==> config.mk <==
export PLATFORM = sky130hd
export DESIGN_NAME = gj_inverse_sequencer
export DESIGN_NICKNAME = d
export VERILOG_FILES = /design/src/rtl/gj_pkg.sv /design/src/rtl/gj_index_walker.sv /design/src/rtl/gj_inverse_sequencer.sv
export SDC_FILE = /design/constraint.sdc
export NUM_CORES = 1
export LEC_CHECK = 0
export CORE_MARGIN = 10
export CORE_UTILIZATION = 44
export CTS_CLUSTER_DIAMETER = 40
export DETAILED_ROUTE_END_ITERATION = 8
export PLACE_DENSITY = 0.95
export SLEW_MARGIN = 20
export SYNTH_ARGS = -nofsm -noshare
export SYNTH_HDL_FRONTEND = slang
export SYNTH_SLANG_ARGS = --single-unit
==> constraint.sdc <==
create_clock -name clk -period 4.04 [get_ports clk]
set_input_delay 0.808 -clock clk [delete_from_list [all_inputs] [get_ports clk]]
set_output_delay 0.808 -clock clk [all_outputs]
set_load 0.02 [all_outputs]
==> src/rtl/gj_pkg.sv <==
// rtl/gj_pkg.sv - shared constants and state encoding for the Gauss-Jordan inverse sequencer
package gj_pkg;
   localparam int N = 5;
   localparam int W = 32;

   localparam logic [4:0] ROM_BASE   = 5'd1;
   localparam logic [4:0] LOAD_WORDS = 5'(N * N);
   localparam logic [2:0] K_LAST     = 3'(N - 1);
   localparam logic [2:0] R_LAST     = 3'(N - 2);
   localparam logic [2:0] COL_MAX    = 3'(N - 1);
   localparam logic [3:0] C_LAST     = 4'(2 * N - 1);
   localparam logic [3:0] N4         = 4'(N);

   typedef enum logic [2:0] {
      IDLE,
      LOAD,
      LATCH,
      ELIM,
      CHECK,
      DONE
   } state_t;
endpackage

==> src/rtl/gj_index_walker.sv <==
// rtl/gj_index_walker.sv - nested pivot/target/column counter that skips the diagonal row
module gj_index_walker
   import gj_pkg::*;
(
   input  logic       clk,
   input  logic       reset,
   input  logic       init,
   input  logic       step,
   output logic [2:0] k,
   output logic [2:0] r,
   output logic [3:0] c,
   output logic       col_last,
   output logic       last
);

   logic [3:0] nr;

   // Next target row, stepping over the pivot row itself.
   always_comb begin
      nr = {1'b0, r} + 4'd1;
      if (nr == {1'b0, k}) begin
         nr = nr + 4'd1;
      end
   end

   assign col_last = (c == C_LAST);
   assign last     = col_last && (k == K_LAST) && (r == R_LAST);

   always_ff @(posedge clk) begin
      if (!reset) begin
         k <= '0;
         r <= '0;
         c <= '0;
      end else if (init) begin
         k <= '0;
         r <= 3'd1;
         c <= '0;
      end else if (step) begin
         if (col_last) begin
            c <= '0;
            if (nr >= N4) begin
               k <= k + 3'd1;
               r <= '0;
            end else begin
               r <= nr[2:0];
            end
         end else begin
            c <= c + 4'd1;
         end
      end
   end

endmodule

==> src/rtl/gj_inverse_sequencer.sv <==
// rtl/gj_inverse_sequencer.sv - load, elimination command stream and singular check for the 5x5 inverse
module gj_inverse_sequencer
   import gj_pkg::*;
(
   input  logic         clk,
   input  logic         reset,
   input  logic         start,
   output logic [4:0]   rom_addr,
   input  logic [W-1:0] rom_data,
   output logic         id_init,
   output logic         ld_we,
   output logic [2:0]   ld_row,
   output logic [2:0]   ld_col,
   output logic [W-1:0] ld_data,
   output logic         op_valid,
   input  logic         op_ready,
   output logic         op_latch,
   output logic [2:0]   op_pivot,
   output logic [2:0]   op_target,
   output logic [3:0]   op_col,
   input  logic [N-1:0] diag_zero,
   output logic         busy,
   output logic         done,
   output logic         singular
);

   state_t     state, state_n;
   logic [4:0] load_cnt;
   logic [2:0] ld_row_q, ld_col_q;
   logic       walk_init, walk_step;
   logic [2:0] wk, wr;
   logic [3:0] wc;
   logic       col_last, last;

   gj_index_walker u_walker (
      .clk      (clk),
      .reset    (reset),
      .init     (walk_init),
      .step     (walk_step),
      .k        (wk),
      .r        (wr),
      .c        (wc),
      .col_last (col_last),
      .last     (last)
   );

   always_comb begin
      state_n   = state;
      rom_addr  = '0;
      ld_we     = 1'b0;
      id_init   = 1'b0;
      op_valid  = 1'b0;
      op_latch  = 1'b0;
      walk_init = 1'b0;
      walk_step = 1'b0;
      done      = 1'b0;
      busy      = (state != IDLE);
      case (state)
         IDLE: begin
            if (start) state_n = LOAD;
         end
         LOAD: begin
            // Address leads the write by one cycle to cover the ROM read latency.
            id_init = (load_cnt == 5'd0);
            if (load_cnt < LOAD_WORDS) rom_addr = load_cnt + ROM_BASE;
            if (load_cnt != 5'd0) ld_we = 1'b1;
            if (load_cnt == LOAD_WORDS) begin
               state_n   = LATCH;
               walk_init = 1'b1;
            end
         end
         LATCH: begin
            op_valid = 1'b1;
            op_latch = 1'b1;
            if (op_ready) state_n = ELIM;
         end
         ELIM: begin
            op_valid = 1'b1;
            if (op_ready) begin
               walk_step = 1'b1;
               if (col_last) state_n = last ? CHECK : LATCH;
            end
         end
         CHECK: state_n = DONE;
         DONE: begin
            done    = 1'b1;
            state_n = IDLE;
         end
         default: state_n = IDLE;
      endcase
   end

   assign op_pivot  = op_valid ? wk : 3'd0;
   assign op_target = op_valid ? wr : 3'd0;
   assign op_col    = (state == ELIM) ? wc : 4'd0;
   assign ld_row    = ld_we ? ld_row_q : 3'd0;
   assign ld_col    = ld_we ? ld_col_q : 3'd0;
   assign ld_data   = ld_we ? rom_data : '0;

   always_ff @(posedge clk) begin
      if (!reset) begin
         state    <= IDLE;
         load_cnt <= '0;
         ld_row_q <= '0;
         ld_col_q <= '0;
         singular <= 1'b0;
      end else begin
         state    <= state_n;
         load_cnt <= (state == LOAD) ? load_cnt + 5'd1 : 5'd0;
         if (state == IDLE) begin
            ld_row_q <= '0;
            ld_col_q <= '0;
         end else if (ld_we) begin
            if (ld_col_q == COL_MAX) begin
               ld_col_q <= '0;
               ld_row_q <= ld_row_q + 3'd1;
            end else begin
               ld_col_q <= ld_col_q + 3'd1;
            end
         end
         if (state == IDLE && start) singular <= 1'b0;
         else if (state == CHECK) singular <= |diag_zero;
      end
   end

endmodule

* After elaboration in Yosys (flattened, before gate mapping)
Cells that the tools add are included.
** Storage, ports and cells
- Register bits :: 25
- Input bits :: 41
- Output and inout port bits :: 60
** Operators by class
- Add/sub/neg operators :: 7
- Magnitude comparators :: 2
- Eq/ne operators :: 16
- Multiplexer cells :: 32
- Bitwise logic cells :: 1
- Reduce and logical (&&, ||, !) cells :: 20
** Operator list (count)
- $mux 3 :: 12
- $mux 32 :: 1
- $pmux 3 s5 :: 1
- $mux 1 :: 13
- $eq 3x3->1 const B :: 4
- $mux 4 :: 3
- $mux 5 :: 2
- $add 3x1->3 const B :: 3
- $eq 3x2->1 const B :: 3
- $add 4x1->4 const B :: 2
- $ne 2x2->1 const B :: 4
- $reduce_and 2->1 :: 4
- $reduce_or 2->1 :: 4
- $add 5x1->5 const B :: 1
- $eq 5x5->1 const B :: 1
- $logic_not 5->1 :: 1
- $lt 5x5->1 const B :: 1
- $reduce_and 5->1 :: 1
- $reduce_bool 5->1 :: 1
- $reduce_or 5->1 :: 1
- $add 3x1->4 const B :: 1
- $eq 4x3->1 :: 1
- $eq 4x4->1 const B :: 1
- $ge 4x3->1 const B :: 1
- 8 further kinds :: 11

* Depth between registers and ports, before layout
- Depth in word-level cells :: 8
- Gate-level depth with buffers :: 8
- Mapped depth without buffers :: 8

* Modules after synthesis
A second synthesis with hierarchy kept.
** Second synthesis, totals
- Cell total of the unflattened synthesis :: 255
- Area, all modules :: 1969.4 um^2
** Modules (own cells, without submodules)
- gj_inverse_sequencer :: times used 1, cells each 163, area each 1198.6 um^2, sequential area each 300.3 um^2
- gj_index_walker :: times used 1, cells each 92, area each 770.7 um^2, sequential area each 200.2 um^2

* Worst setup path after synthesis
OpenSTA, ideal clock, no wires.
- Path type :: reg2out
- Start point :: register load_cnt[0]
- End point :: output port id_init
- Arrival time :: 1756 ps
- Setup slack :: 1476 ps
- Cell stages (with the launch flop) :: 7
- Buffers on the path :: 2
- Cells stage by stage :: dfxtp_1 > inv_1 > ha_1 > or4b_2 > clkbuf_1 > clkbuf_1 > nor2_1
** On the way
- Cells in the longest elaborated chain, start to end :: 2
** Ends and longest elaborated chain
- from (decl) :: line gj_inverse_sequencer.sv:28 : logic [4:0] load_cnt;
- from (signal assigned) :: line gj_inverse_sequencer.sv:109 : load_cnt <= (state == LOAD) ? load_cnt + 5'd1 : 5'd0;
- $logic_not 5->1 :: line gj_inverse_sequencer.sv:64 : id_init = (load_cnt == 5'd0);
- $mux 1 :: line gj_inverse_sequencer.sv:58 : case (state)
- to (decl) :: line gj_inverse_sequencer.sv:10 : output logic id_init,
Every way passes these cells.

* Worst setup path after layout
- Start point :: register load_cnt[0]
- End point :: output port ld_we
** On the way
- Cells in the longest elaborated chain, start to end :: 3
** Ends and longest elaborated chain
- $reduce_bool 5->1 :: line gj_inverse_sequencer.sv:66 : if (load_cnt != 5'd0) ld_we = 1'b1;
- $mux 1 :: line gj_inverse_sequencer.sv:66
- $mux 1 :: line gj_inverse_sequencer.sv:58
- to (decl) :: line gj_inverse_sequencer.sv:11 : output logic ld_we,
Every way passes these cells.

==> reports/results.txt <==
Status: finished clean
Sequential share of power: 46.6%
Num CTS Buffers: 3
Clock Skews: 0.008181 ns
Row count: 24
Number of instances in the placed design: 401
Async set-or-reset flop fraction in the synthesized netlist: 0%
FF+latch count, synth: 25
Max Root-Sink Buffers: 2
Drt first-iter violations: 101
Post-layout nets: 406
Final non-filler cell area: 0.003033 sq mm
Sw Ratio: 29.08%
WL final: 6606 um
Post-synthesis cell type count: 52
GRT Total Usage: 16.03%
Synth Instances: 266
Clk pwr share: 27.9%
Setup bufs post-CTS: 0
Tmin final: 3.610 ns
Worst EP arrival: 2.80 ns
Placed standard-cell area: 0.002984 sq mm
Final Non-Filler Cells: 405
I/O Buffers: 100
IO Count: 101
Int Power: 391.9 uW
Final WS setup: 0.4302 ns
Max incr delay on CP: 0.91 ns
Crit Path Class: reg -> out
Root Buffer: clkbuf_8
Tcrit/Tclk final: 89.35%
Fmax: 277.0 MHz
Total number of vias: 2149
Die area: 0.007629 sq mm
Switching power: 160.7 uW
Cell mode on critical path: inv_1
Util after Layout: 69.18%
Ys flop type: dfxtp_1
Initial antenna violation count: 0
Resize count post-CTS: 0
Initial core utilization: 45.52%
Slowest CP cell: or4b_2
Setup TNS: 0 ns
Worst path cell trace: inv_1 -> ha_1 -> or4b_2 -> nand2_1 -> inv_1 -> clkdlybuf4s50_1
Maxcap violations: 0
Detail Placement HPWL: 5350 um
DRC: 0
Worst-Skew Late Latency: 0.28 ns
Die H: 87.35 um
Layout area overhead: 51.97%
Endpoints failing hold: 0
Worst Path Required: 3.23 ns
YS warnings: 0
Reg2reg path depth: 7
Antenna viol nets, final: 0
Largest net degree at the start of global routing: 40
Hold slack: 0.4843 ns
Worst Hold Class: reg -> reg
Lkg Pwr: 1.196 nW
Total iterations of the first detailed-routing run: 4
RSZ-0062 raised after global routing: no
Final total power: 552.6 uW
Comb pwr share: 25.5%
Diode count: 0
Clk slew on worst S/H paths: 0.09 ns
Worst slew margin: 47.72%
H-Tree Depth: 1
Post-Syn Area per Cell: 7.502 sq um
Setup WS pre-CTS: 0.7606 ns
Worst Tran Pin Value: 0.7789 ns
First-pass GRT wire length: 10270 um
Average wire per standard cell: 16.31 um
CTS tree: done
Number of max-slew violations in the final report: 0
Vias per inst: 5.306
Filler Cell Count: 362
Mapped Area: 0.001996 sq mm
Share of cells above drive strength 1: 4.816%
Hold path depth: 2
Setup crit end kind: primary output
CP Max Fanout: 38
EDFF count, synth: 0
GPL Wtd Cong: 0.8517
Core Region: 0.004384 sq mm
Aggregate global routing overflow: 0
Pwr dens: 182.2 mW/mm^2
Die W: 87.35 um
Worst vdd ir: 0.0001838 V
Clk sink count: 25
Register area share after synthesis: 25.08%
Hold Buf Count CTS: 0
Vias in the first global route: 2043
Syn_nets: 318
Worst setup SP type: register
Setup Viol. Count Final: 0
-- power groups by stage --
stage / logic, mW / registers, mW / clock network [mW]
final: 0.141 / 0.257 / 0.154
after global routing: 0.151 / 0.259 / 0.167
after CTS: 0.140 / 0.257 / 0.157
after detailed placement: 0.140 / 0.263 / 0
after global placement: 0.137 / 0.262 / 0
after floorplan: 0.0693 / 0.258 / 0
-- final cells by class --
class                           instances  area (sq um)  share of cell area (%)
Clock buffer                            3         41.29                   1.361
Clock inverter                          1         7.507                  0.2475
Inverter                               15         56.30                   1.856
Multi-Input combinational cell        208          1354                   44.64
Sequential cell                        25         500.5                   16.50
Tap cell                               52         65.06                   2.145
Timing Repair Buffer                  101          1008                   33.25
-- cells in the final DEF, fill, tap and decap left out, types with 3 or more instances in the layout --
cell / Yosys / layout
a21oi_1: 10 / 10
and2_1: 8 / 8
and3_1: 40 / 40
clkbuf_8: 0 / 3
clkdlybuf4s50_1: 0 / 100
dfxtp_1: 25 / 25
ha_1: 11 / 11
inv_1: 15 / 15
nand2_1: 19 / 19
nand2b_1: 3 / 3
nand3_1: 10 / 10
nand3b_1: 3 / 3
nand4_1: 5 / 5
nand4bb_1: 3 / 3
nor2_1: 31 / 31
nor2b_1: 4 / 4
o21ai_0: 7 / 6
or4_1: 5 / 5
xnor2_1: 7 / 7
xor2_1: 4 / 4
-- logic make-up after synthesis --
group | Yosys count | synth area share, %
compound gates | 34 | 11.16
xor+xnor | 12 | 5.643
fa+ha+maj | 11 | 6.896
buf+inv | 33 | 7.335
flops | 25 | 25.08
mux | 3 | 1.567
simple gates | 148 | 42.32
-- layer usage --
| metal | track usage, % | share of wire, % | vias to the layer above |
|---|---|---|---|
| met5 | 0 | 0 | - |
| met4 | 4.058 | 1.3 | 0 |
| met3 | 3.371 | 5.1 | 8 |
| li1 | - | - | 1114 |
| met2 | 29.30 | 53 | 50 |
| met1 | 18.19 | 41 | 977 |
-- synth_stat cells (all sizes together), types with 4 or more instances --
library cell	count	area (sq um)
clkbuf	12	45.04
xnor2	8	77.58
nor2b	4	25.02
inv	15	56.30
or4	5	37.54
o21ai	8	40.03
a21oi	10	50.05
nand4	5	31.28
nand3	10	50.05
buf	6	45.04
nand2	19	71.32
ha	11	137.6
nor2	31	116.4
and3	40	250.2
and2	8	50.05
xor2	4	35.03
dfxtp	25	500.5
-- critical path, delay by kind of cell (launching register included) --
kind | cells | cell delay (ns)
adder cells (fa/ha/maj) | 1 | 0.13
AND/OR/NAND/NOR | 2 | 1.21
buffers and inverters | 3 | 0.81
flip-flops | 1 | 0.38
-- state kept, by name, indices dropped and copies added (netlist names) --
name / count
state: 3
u_walker.k: 3
ld_row_q: 3
u_walker.r: 3
ld_col_q: 3
load_cnt: 5
u_walker.c: 4
singular: 1
-- worst paths after layout --
path                                 endpoint  slack [ns]          start
worst max-delay path                    ld_we        0.43    load_cnt[0]
worst min-delay path              ld_col_q[1]        0.48    ld_col_q[1]
worst max register to register  u_walker.r[1]        1.50  u_walker.r[0]
worst min register to register    ld_col_q[1]        0.48    ld_col_q[1]
(Power assumes the default switching activity.)
